`config.mk`:
```
export PLATFORM = sky130hd
export DESIGN_NAME = if_stage_flat
export DESIGN_NICKNAME = d
export VERILOG_FILES = /design/src/rtl/if_stage_if.sv /design/src/rtl/if_stage.sv /design/src/flat_wrapper.sv
export SDC_FILE = /design/constraint.sdc
export NUM_CORES = 1
export LEC_CHECK = 0
export CAP_MARGIN = 40
export CORE_UTILIZATION = 32
export DETAILED_ROUTE_END_ITERATION = 8
export PLACE_DENSITY_LB_ADDON = 0.15
export SYNTH_ARGS = -nofsm -noshare
export SYNTH_HDL_FRONTEND = slang
export SYNTH_SLANG_ARGS = --single-unit
export TNS_END_PERCENT = 100
```
`constraint.sdc`:
```
create_clock -name clk -period 2.3 [get_ports clk]
set_clock_uncertainty 0.15 [all_clocks]
set_input_delay 0.69 -clock clk [delete_from_list [all_inputs] [get_ports clk]]
set_output_delay 0.69 -clock clk [all_outputs]
set_load 0.1 [all_outputs]
```
`src/rtl/if_stage_if.sv`:
```
// Instruction-memory fetch channel between the fetch stage and instruction
// memory. The fetch stage drives the request and address; memory returns
// ready and the instruction word.
interface if_stage_if;
  logic        imem_req;
  logic [31:0] imem_addr;
  logic        imem_ready;
  logic [31:0] imem_rdata;

  modport master (
    output imem_req,
    output imem_addr,
    input  imem_ready,
    input  imem_rdata
  );

  modport slave (
    input  imem_req,
    input  imem_addr,
    output imem_ready,
    output imem_rdata
  );
endinterface

```
`src/rtl/if_stage.sv`:
```
// Instruction-fetch stage: owns the PC, fetches over a req/ready handshake,
// and loads the IF/ID register. Handles hazard freeze (with a one-word skid
// buffer) and branch redirects, including redirects that arrive while a
// fetch is still outstanding (DRAIN: address held until memory answers).
module if_stage #(
  parameter logic [31:0] RESET_PC = 32'h0000_0000
) (
  input  logic              clk,
  input  logic              rst,
  input  logic              freeze,
  input  logic              pc_src,
  input  logic [31:0]       branch_addr,
  if_stage_if.master        imem,
  output logic              if_valid,
  output logic [31:0]       instruction,
  output logic [31:0]       pc_out
);

  typedef enum logic [1:0] {
    FETCH = 2'd0,
    STALL = 2'd1,
    DRAIN = 2'd2
  } state_e;

  state_e      state_q, state_d;
  logic [31:0] pc_q, pc_d;
  logic [31:0] skid_q, skid_d;
  logic [31:0] target_q, target_d;
  logic        valid_q, valid_d;
  logic [31:0] instr_q, instr_d;
  logic [31:0] pc_out_q, pc_out_d;
  logic [31:0] pc_plus4;

  assign pc_plus4       = pc_q + 32'd4;
  assign imem.imem_addr = pc_q;
  assign imem.imem_req  = (state_q != STALL) && !rst;
  assign if_valid       = valid_q;
  assign instruction    = instr_q;
  assign pc_out         = pc_out_q;

  // Next-state and IF/ID load decisions; priority is pc_src > freeze > fetch.
  always_comb begin
    // NOTE: every next-state signal takes its hold value first so no path
    // through the case statement leaves one unassigned (no latches).
    state_d  = state_q;
    pc_d     = pc_q;
    skid_d   = skid_q;
    target_d = target_q;
    valid_d  = valid_q;
    instr_d  = instr_q;
    pc_out_d = pc_out_q;

    unique case (state_q)
      FETCH: begin
        if (pc_src) begin
          valid_d = 1'b0;
          if (imem.imem_ready) begin
            pc_d = branch_addr;
          end else begin
            // Address must stay put until the outstanding fetch completes.
            state_d  = DRAIN;
            target_d = branch_addr;
          end
        end else if (imem.imem_ready) begin
          if (freeze) begin
            skid_d  = imem.imem_rdata;
            state_d = STALL;
          end else begin
            valid_d  = 1'b1;
            instr_d  = imem.imem_rdata;
            pc_out_d = pc_plus4;
            pc_d     = pc_plus4;
          end
        end else if (!freeze) begin
          valid_d = 1'b0;
        end
      end

      STALL: begin
        if (pc_src) begin
          pc_d    = branch_addr;
          valid_d = 1'b0;
          state_d = FETCH;
        end else if (!freeze) begin
          valid_d  = 1'b1;
          instr_d  = skid_q;
          pc_out_d = pc_plus4;
          pc_d     = pc_plus4;
          state_d  = FETCH;
        end
      end

      DRAIN: begin
        valid_d = 1'b0;
        if (pc_src) begin
          target_d = branch_addr;
        end
        if (imem.imem_ready) begin
          pc_d    = pc_src ? branch_addr : target_q;
          state_d = FETCH;
        end
      end

      default: begin
        state_d = FETCH;
      end
    endcase
  end

  // State register with synchronous reset.
  always_ff @(posedge clk) begin
    // NOTE: registers update with non-blocking assignments so every flop
    // samples the pre-edge values of the others.
    if (rst) begin
      state_q  <= FETCH;
      pc_q     <= RESET_PC;
      skid_q   <= 32'd0;
      target_q <= 32'd0;
      valid_q  <= 1'b0;
      instr_q  <= 32'd0;
      pc_out_q <= 32'd0;
    end else begin
      state_q  <= state_d;
      pc_q     <= pc_d;
      skid_q   <= skid_d;
      target_q <= target_d;
      valid_q  <= valid_d;
      instr_q  <= instr_d;
      pc_out_q <= pc_out_d;
    end
  end

endmodule

```
`src/flat_wrapper.sv`:
```
// flat-port wrapper written by rule: the top's interface ports become plain ports
module if_stage_flat 
#(
  parameter logic [31:0] RESET_PC = 32'h0000_0000
)
  (clk, rst, freeze, pc_src, branch_addr, if_valid, instruction, pc_out, imem_imem_req, imem_imem_addr, imem_imem_ready, imem_imem_rdata);
  if_stage_if imem_i ();
  input  logic clk;
  input  logic rst;
  input  logic freeze;
  input  logic pc_src;
  input  logic [31:0] branch_addr;
  output logic if_valid;
  output logic [31:0] instruction;
  output logic [31:0] pc_out;
  output wire logic [$bits(imem_i.imem_req)-1:0] imem_imem_req;
  output wire logic [$bits(imem_i.imem_addr)-1:0] imem_imem_addr;
  input wire logic [$bits(imem_i.imem_ready)-1:0] imem_imem_ready;
  input wire logic [$bits(imem_i.imem_rdata)-1:0] imem_imem_rdata;
  assign imem_imem_req = imem_i.imem_req;
  assign imem_imem_addr = imem_i.imem_addr;
  assign imem_i.imem_ready = imem_imem_ready;
  assign imem_i.imem_rdata = imem_imem_rdata;
  if_stage #(.RESET_PC(RESET_PC)) u_core (.clk(clk), .rst(rst), .freeze(freeze), .pc_src(pc_src), .branch_addr(branch_addr), .imem(imem_i), .if_valid(if_valid), .instruction(instruction), .pc_out(pc_out));
endmodule
```
* Yosys cells after proc, flatten, opt, wreduce, memory -nomap -nowiden
Cells that the tools add are included. W data, S select, Z words.
Word-level totals: memories 0, output and inout bits 98, RAM bits 0, logic and storage cells 74, register bits 163, input bits 69, ROM bits 0, latch bits 0
Cells by class: shift-type cells 0, muxes and demuxes 36, $add $sub $neg 1, $mul 0, eq/ne operators 16, div/mod/pow operators 0, bitwise operators 1, reductions and logical operators 13, magnitude comparators 0
Operators by type and width (count):
- $mux W32 | 18
- $pmux W32 S2 | 3
- $pmux W32 S3 | 1
- $add A32 B3 Y32 const B | 1
- $ne A2 B2 Y1 const B | 8
- $mux W2 | 7
- $ne A3 B3 Y1 const B | 4
- $reduce_and A4 Y1 | 2
- $pmux W2 S3 | 1
- $reduce_and A3 Y1 | 2
- $reduce_and A6 Y1 | 1
- $mux W1 | 5
- $reduce_and A5 Y1 | 1
- $ne A4 B4 Y1 const B | 1
- $reduce_bool A2 Y1 | 2
- $pmux W1 S3 | 1
- $reduce_bool A3 Y1 | 1
- $eq A2 B1 Y1 const B | 1
- $eq A2 B2 Y1 const B | 1
- $logic_not A2 Y1 | 1
- $ne A2 B1 Y1 const B | 1
- $reduce_and A2 Y1 | 1
- $logic_and A1 B1 Y1 | 1
- $logic_not A1 Y1 | 1
- $not A1 Y1 | 1

* Logic depth before layout (Yosys ltp)
depth after elaboration 5, mapped depth 10, depth with buffers taken out 7

* Worst setup path after synthesis
OpenSTA, ideal clock, no wires.
path type input to output, from input port rst, to output port imem_imem_req, path buffers 3, path slack -1033 ps, stages on the path 4, data required time 1460 ps, arrival 2493 ps, cells stage by stage clkbuf_1 clkbuf_1 clkbuf_1 nor2_1
Between the ends: word-level cells in the longest chain between the ends 2
RTL lines:
- start, declared | RTL line flat_wrapper.sv:9 | input logic rst;
- $logic_not A1 Y1 | RTL line if_stage.sv:36 | assign imem.imem_req = (state_q != STALL) && !rst;
- $logic_and A1 B1 Y1 | RTL line if_stage.sv:36
- end, declared | RTL line flat_wrapper.sv:16 | output wire logic [$bits(imem_i.imem_req)-1:0] imem_imem_req;
Every way passes these cells.

* Final worst setup path
from register u_core.state_q[1], to output port imem_imem_req
Between the ends: word-level cells in the longest chain between the ends 2
RTL lines:
- start, declared | RTL line if_stage.sv:25 | state_e state_q, state_d;
- start signal, assigned | RTL line if_stage.sv:123 | state_q <= state_d;
- $ne A2 B1 Y1 | RTL line if_stage.sv:36
- $logic_and A1 B1 Y1 | RTL line if_stage.sv:36
Every way passes these cells.

==> metrics <==
CTS Sinks=163; status=complete, no violations; die area=between 20000 and 25000 um2; routed len/inst=between 15 and 20 um; Layout area overhead=53.2%; count of input and output buffers=166; clk slew on worst S/H paths=approximately 0.07 ns; largest net degree at the start of global routing=126; number of global-route vias before repair=approximately 6700; main flop type after synthesis=dfxtp_1; Chip Width=~150 um; Max Fclk=~460 MHz; Hold Slack=between 0.3 and 0.4 ns; drt via density=around 5; syn_area_per_cell=around 8 um2; RR Endpoint=u_core.imem.imem_addr[18]$_SDFFE_PP0P_; Fill cells=between 2000 and 2500; WHS Path Cells=2; max_slew headroom=roughly 58%; smallest setup slack after layout=~0.11 ns; Crit. End Element=primary output; CTS H-Tree Depth=4; WP data arrival=about 1.4 ns; Root Driver=clkbuf_16; Yosys cell types=between 50 and 60; Reg2Reg Depth=7; flops & latches, synth=~160; RSZ-0062 raised after global routing=no; I/O pin count=approximately 170; P_leak=roughly 0.0042 uW; FP Rows=between 50 and 60; FF-to-FF setup slack=around 0.16 ns; Antenna Violating Nets Remaining=0; cells after synthesis=930; global-route wire length before repair=36.0 mm; Initial Util=roughly a third; setup violators final=0; Final Critical Period=~2.2 ns; DRC=0; worst min path class=reg2reg; Worst-Skew Late Latency=approximately 0.43 ns; height of the die=155 um; routed vias=approximately 7000; maxcap violations=0; initial antenna violation count=0; share of layout cells above drive strength 1=between 20% and 30%; Startpoint Class=flip-flop; CTS Buf Count=17; Crit Path Class=reg2out; ANT cells=0; nets@finish=1174; Max clock buf depth=2; Final Hold Viols=0; maximum vdd drop=462 uV; Worst Path Required=between 1 and 1.5 ns; core area=~23000 um2; post-detail-place hpwl=between 15 and 20 mm; number of synthesized flops with an enable pin=0; YS warnings=0; hold path start=u_core.target_q[18]$_SDFFE_PP0P_; All-Layer GR Usage=19.2%; PwrDens=between 700 and 800 nW/um2; cts hold-fix bufs=0; crit path max fanout=6; post-route clock period utilization=between 90% and 100%; Synth Net Count=1004; Post-Syn Area=roughly 7500 um2; commonest non-fill, non-tap cell in the layout=nand2_1; hold path endpoint=u_core.target_q[18]$_SDFFE_PP0P_; R2R Path Start=u_core.imem.imem_addr[2]$_SDFFE_PP0P_; Seq/Total Area, Yosys=43.8%; Initial DRT Pass Iterations=5; Final Routed Wirelength=about 23 mm; max-slew violation count=0; GP Congestion=~0.77; Worst Setup SP=u_core.state_q[1]$_SDFFE_PP0P_; initial DRC count=364; ys async rst share=0%; global route overflow=0; worst-margin pin slew=between 0.6 and 0.7 ns; most frequent cells in the layout=180 x nand2_1, 134 x dfxtp_1, 112 x a21oi_1; DP Worst Slack=-0.228 ns; CTS tree=done
-- final cells by class --
class | count | area (um2) | share of cell area (%)
multi-input combinational | 675 | 3850 | 33.7
clock buffer | 18 | 429 | 3.76
timing repair buffer | 230 | 3240 | 28.4
inverter | 13 | 48.8 | 0.427
tap | 313 | 392 | 3.43
sequential | 163 | 3320 | 29.1
clock inverter | 14 | 145 | 1.27
-- sequential cells by signal, indices dropped and copies added, names as in the netlist --
signal / flops
u_core.skid_q: 32
u_core.if_valid: 1
u_core.imem.imem_addr: 32
u_core.target_q: 32
u_core.instruction: 32
u_core.pc_out: 32
u_core.state_q: 2
-- routing by layer --
layer | routed length, um | track usage, %
met5 | 0 | 0
met4 | 271 | 5.89
met2 | 10300 | 30.5
met3 | 1350 | 4.93
met1 | 10600 | 25.5
-- worst max path at each step --
stage / depth (start not counted) / end
global route: 7 / u_core.imem.imem_addr[18]$_SDFFE_PP0P_
detailed placement: 5 / u_core.imem.imem_addr[2]$_SDFFE_PP0P_
global placement: 6 / u_core.imem.imem_addr[17]$_SDFFE_PP0P_
CTS: 4 / imem_imem_req
finish: 4 / imem_imem_req
floorplan: 4 / imem_imem_req
-- worst max-delay path: stages (launching register included) --
cell and delay [ns]:
dfxtp_2 0.36, inv_1 0.09, ha_4 0.20, nor2_4 0.10, buf_12 0.18
-- through the flow --
stage | utilization, % | std cells | instance area, um2 | TNS (ns) | power (uW)
after floorplan | - | 930 | 7550 | -0.147 | 5090
after global placement | 47.6 | 1393 | 10800 | -11.78 | 6290
after detailed placement | 47.6 | 1393 | 10800 | -18.45 | 6310
after CTS | 50.1 | 1425 | 11400 | 0 | 9120
after global routing | 50.2 | 1426 | 11400 | 0 | 9430
final | 50.2 | 1426 | 11400 | 0 | 9030
-- cells in the mapped netlist (10+ instances only) --
cell type	n	area [um2]
clkbuf_1	59	221
xnor2_1	14	123
nor3_1	10	50.1
nand2_1	180	676
mux2i_1	39	390
a21oi_1	112	561
and3_1	12	75.1
dfxtp_1	163	3260
nand3_1	14	70.1
a211oi_1	51	383
inv_1	13	48.8
o21ai_0	49	245
nor2_1	90	338
xor2_1	13	114
-- report_power, final --
part           leakage (uW)  switching, uW  internal (uW)
clock network      0.000277           1260           1530
logic               0.00256           1820           1110
registers           0.00134            252           3050
-- logic make-up (layout without fill, tap and decap cells) --
group           count (synthesis)  in the layout  synth area share (%)
flops                         163            163                  43.8
mux                            40             40                  5.38
fa+ha+maj                       5              5                 0.839
simple gates                  342            342                  20.5
buf+inv                        92            275                  5.05
compound gates                261            261                  21.3
xor+xnor                       27             27                  3.17
-- what timing repair did --
item	4_1_cts	5_1_grt
pin swaps	0	1
setup buffers	0	1
endpoints found under the hold margin	0	0
gates resized for setup	1	1
endpoints found under the setup margin	1	3
No activity file was read; power rests on OpenSTA's default activity.
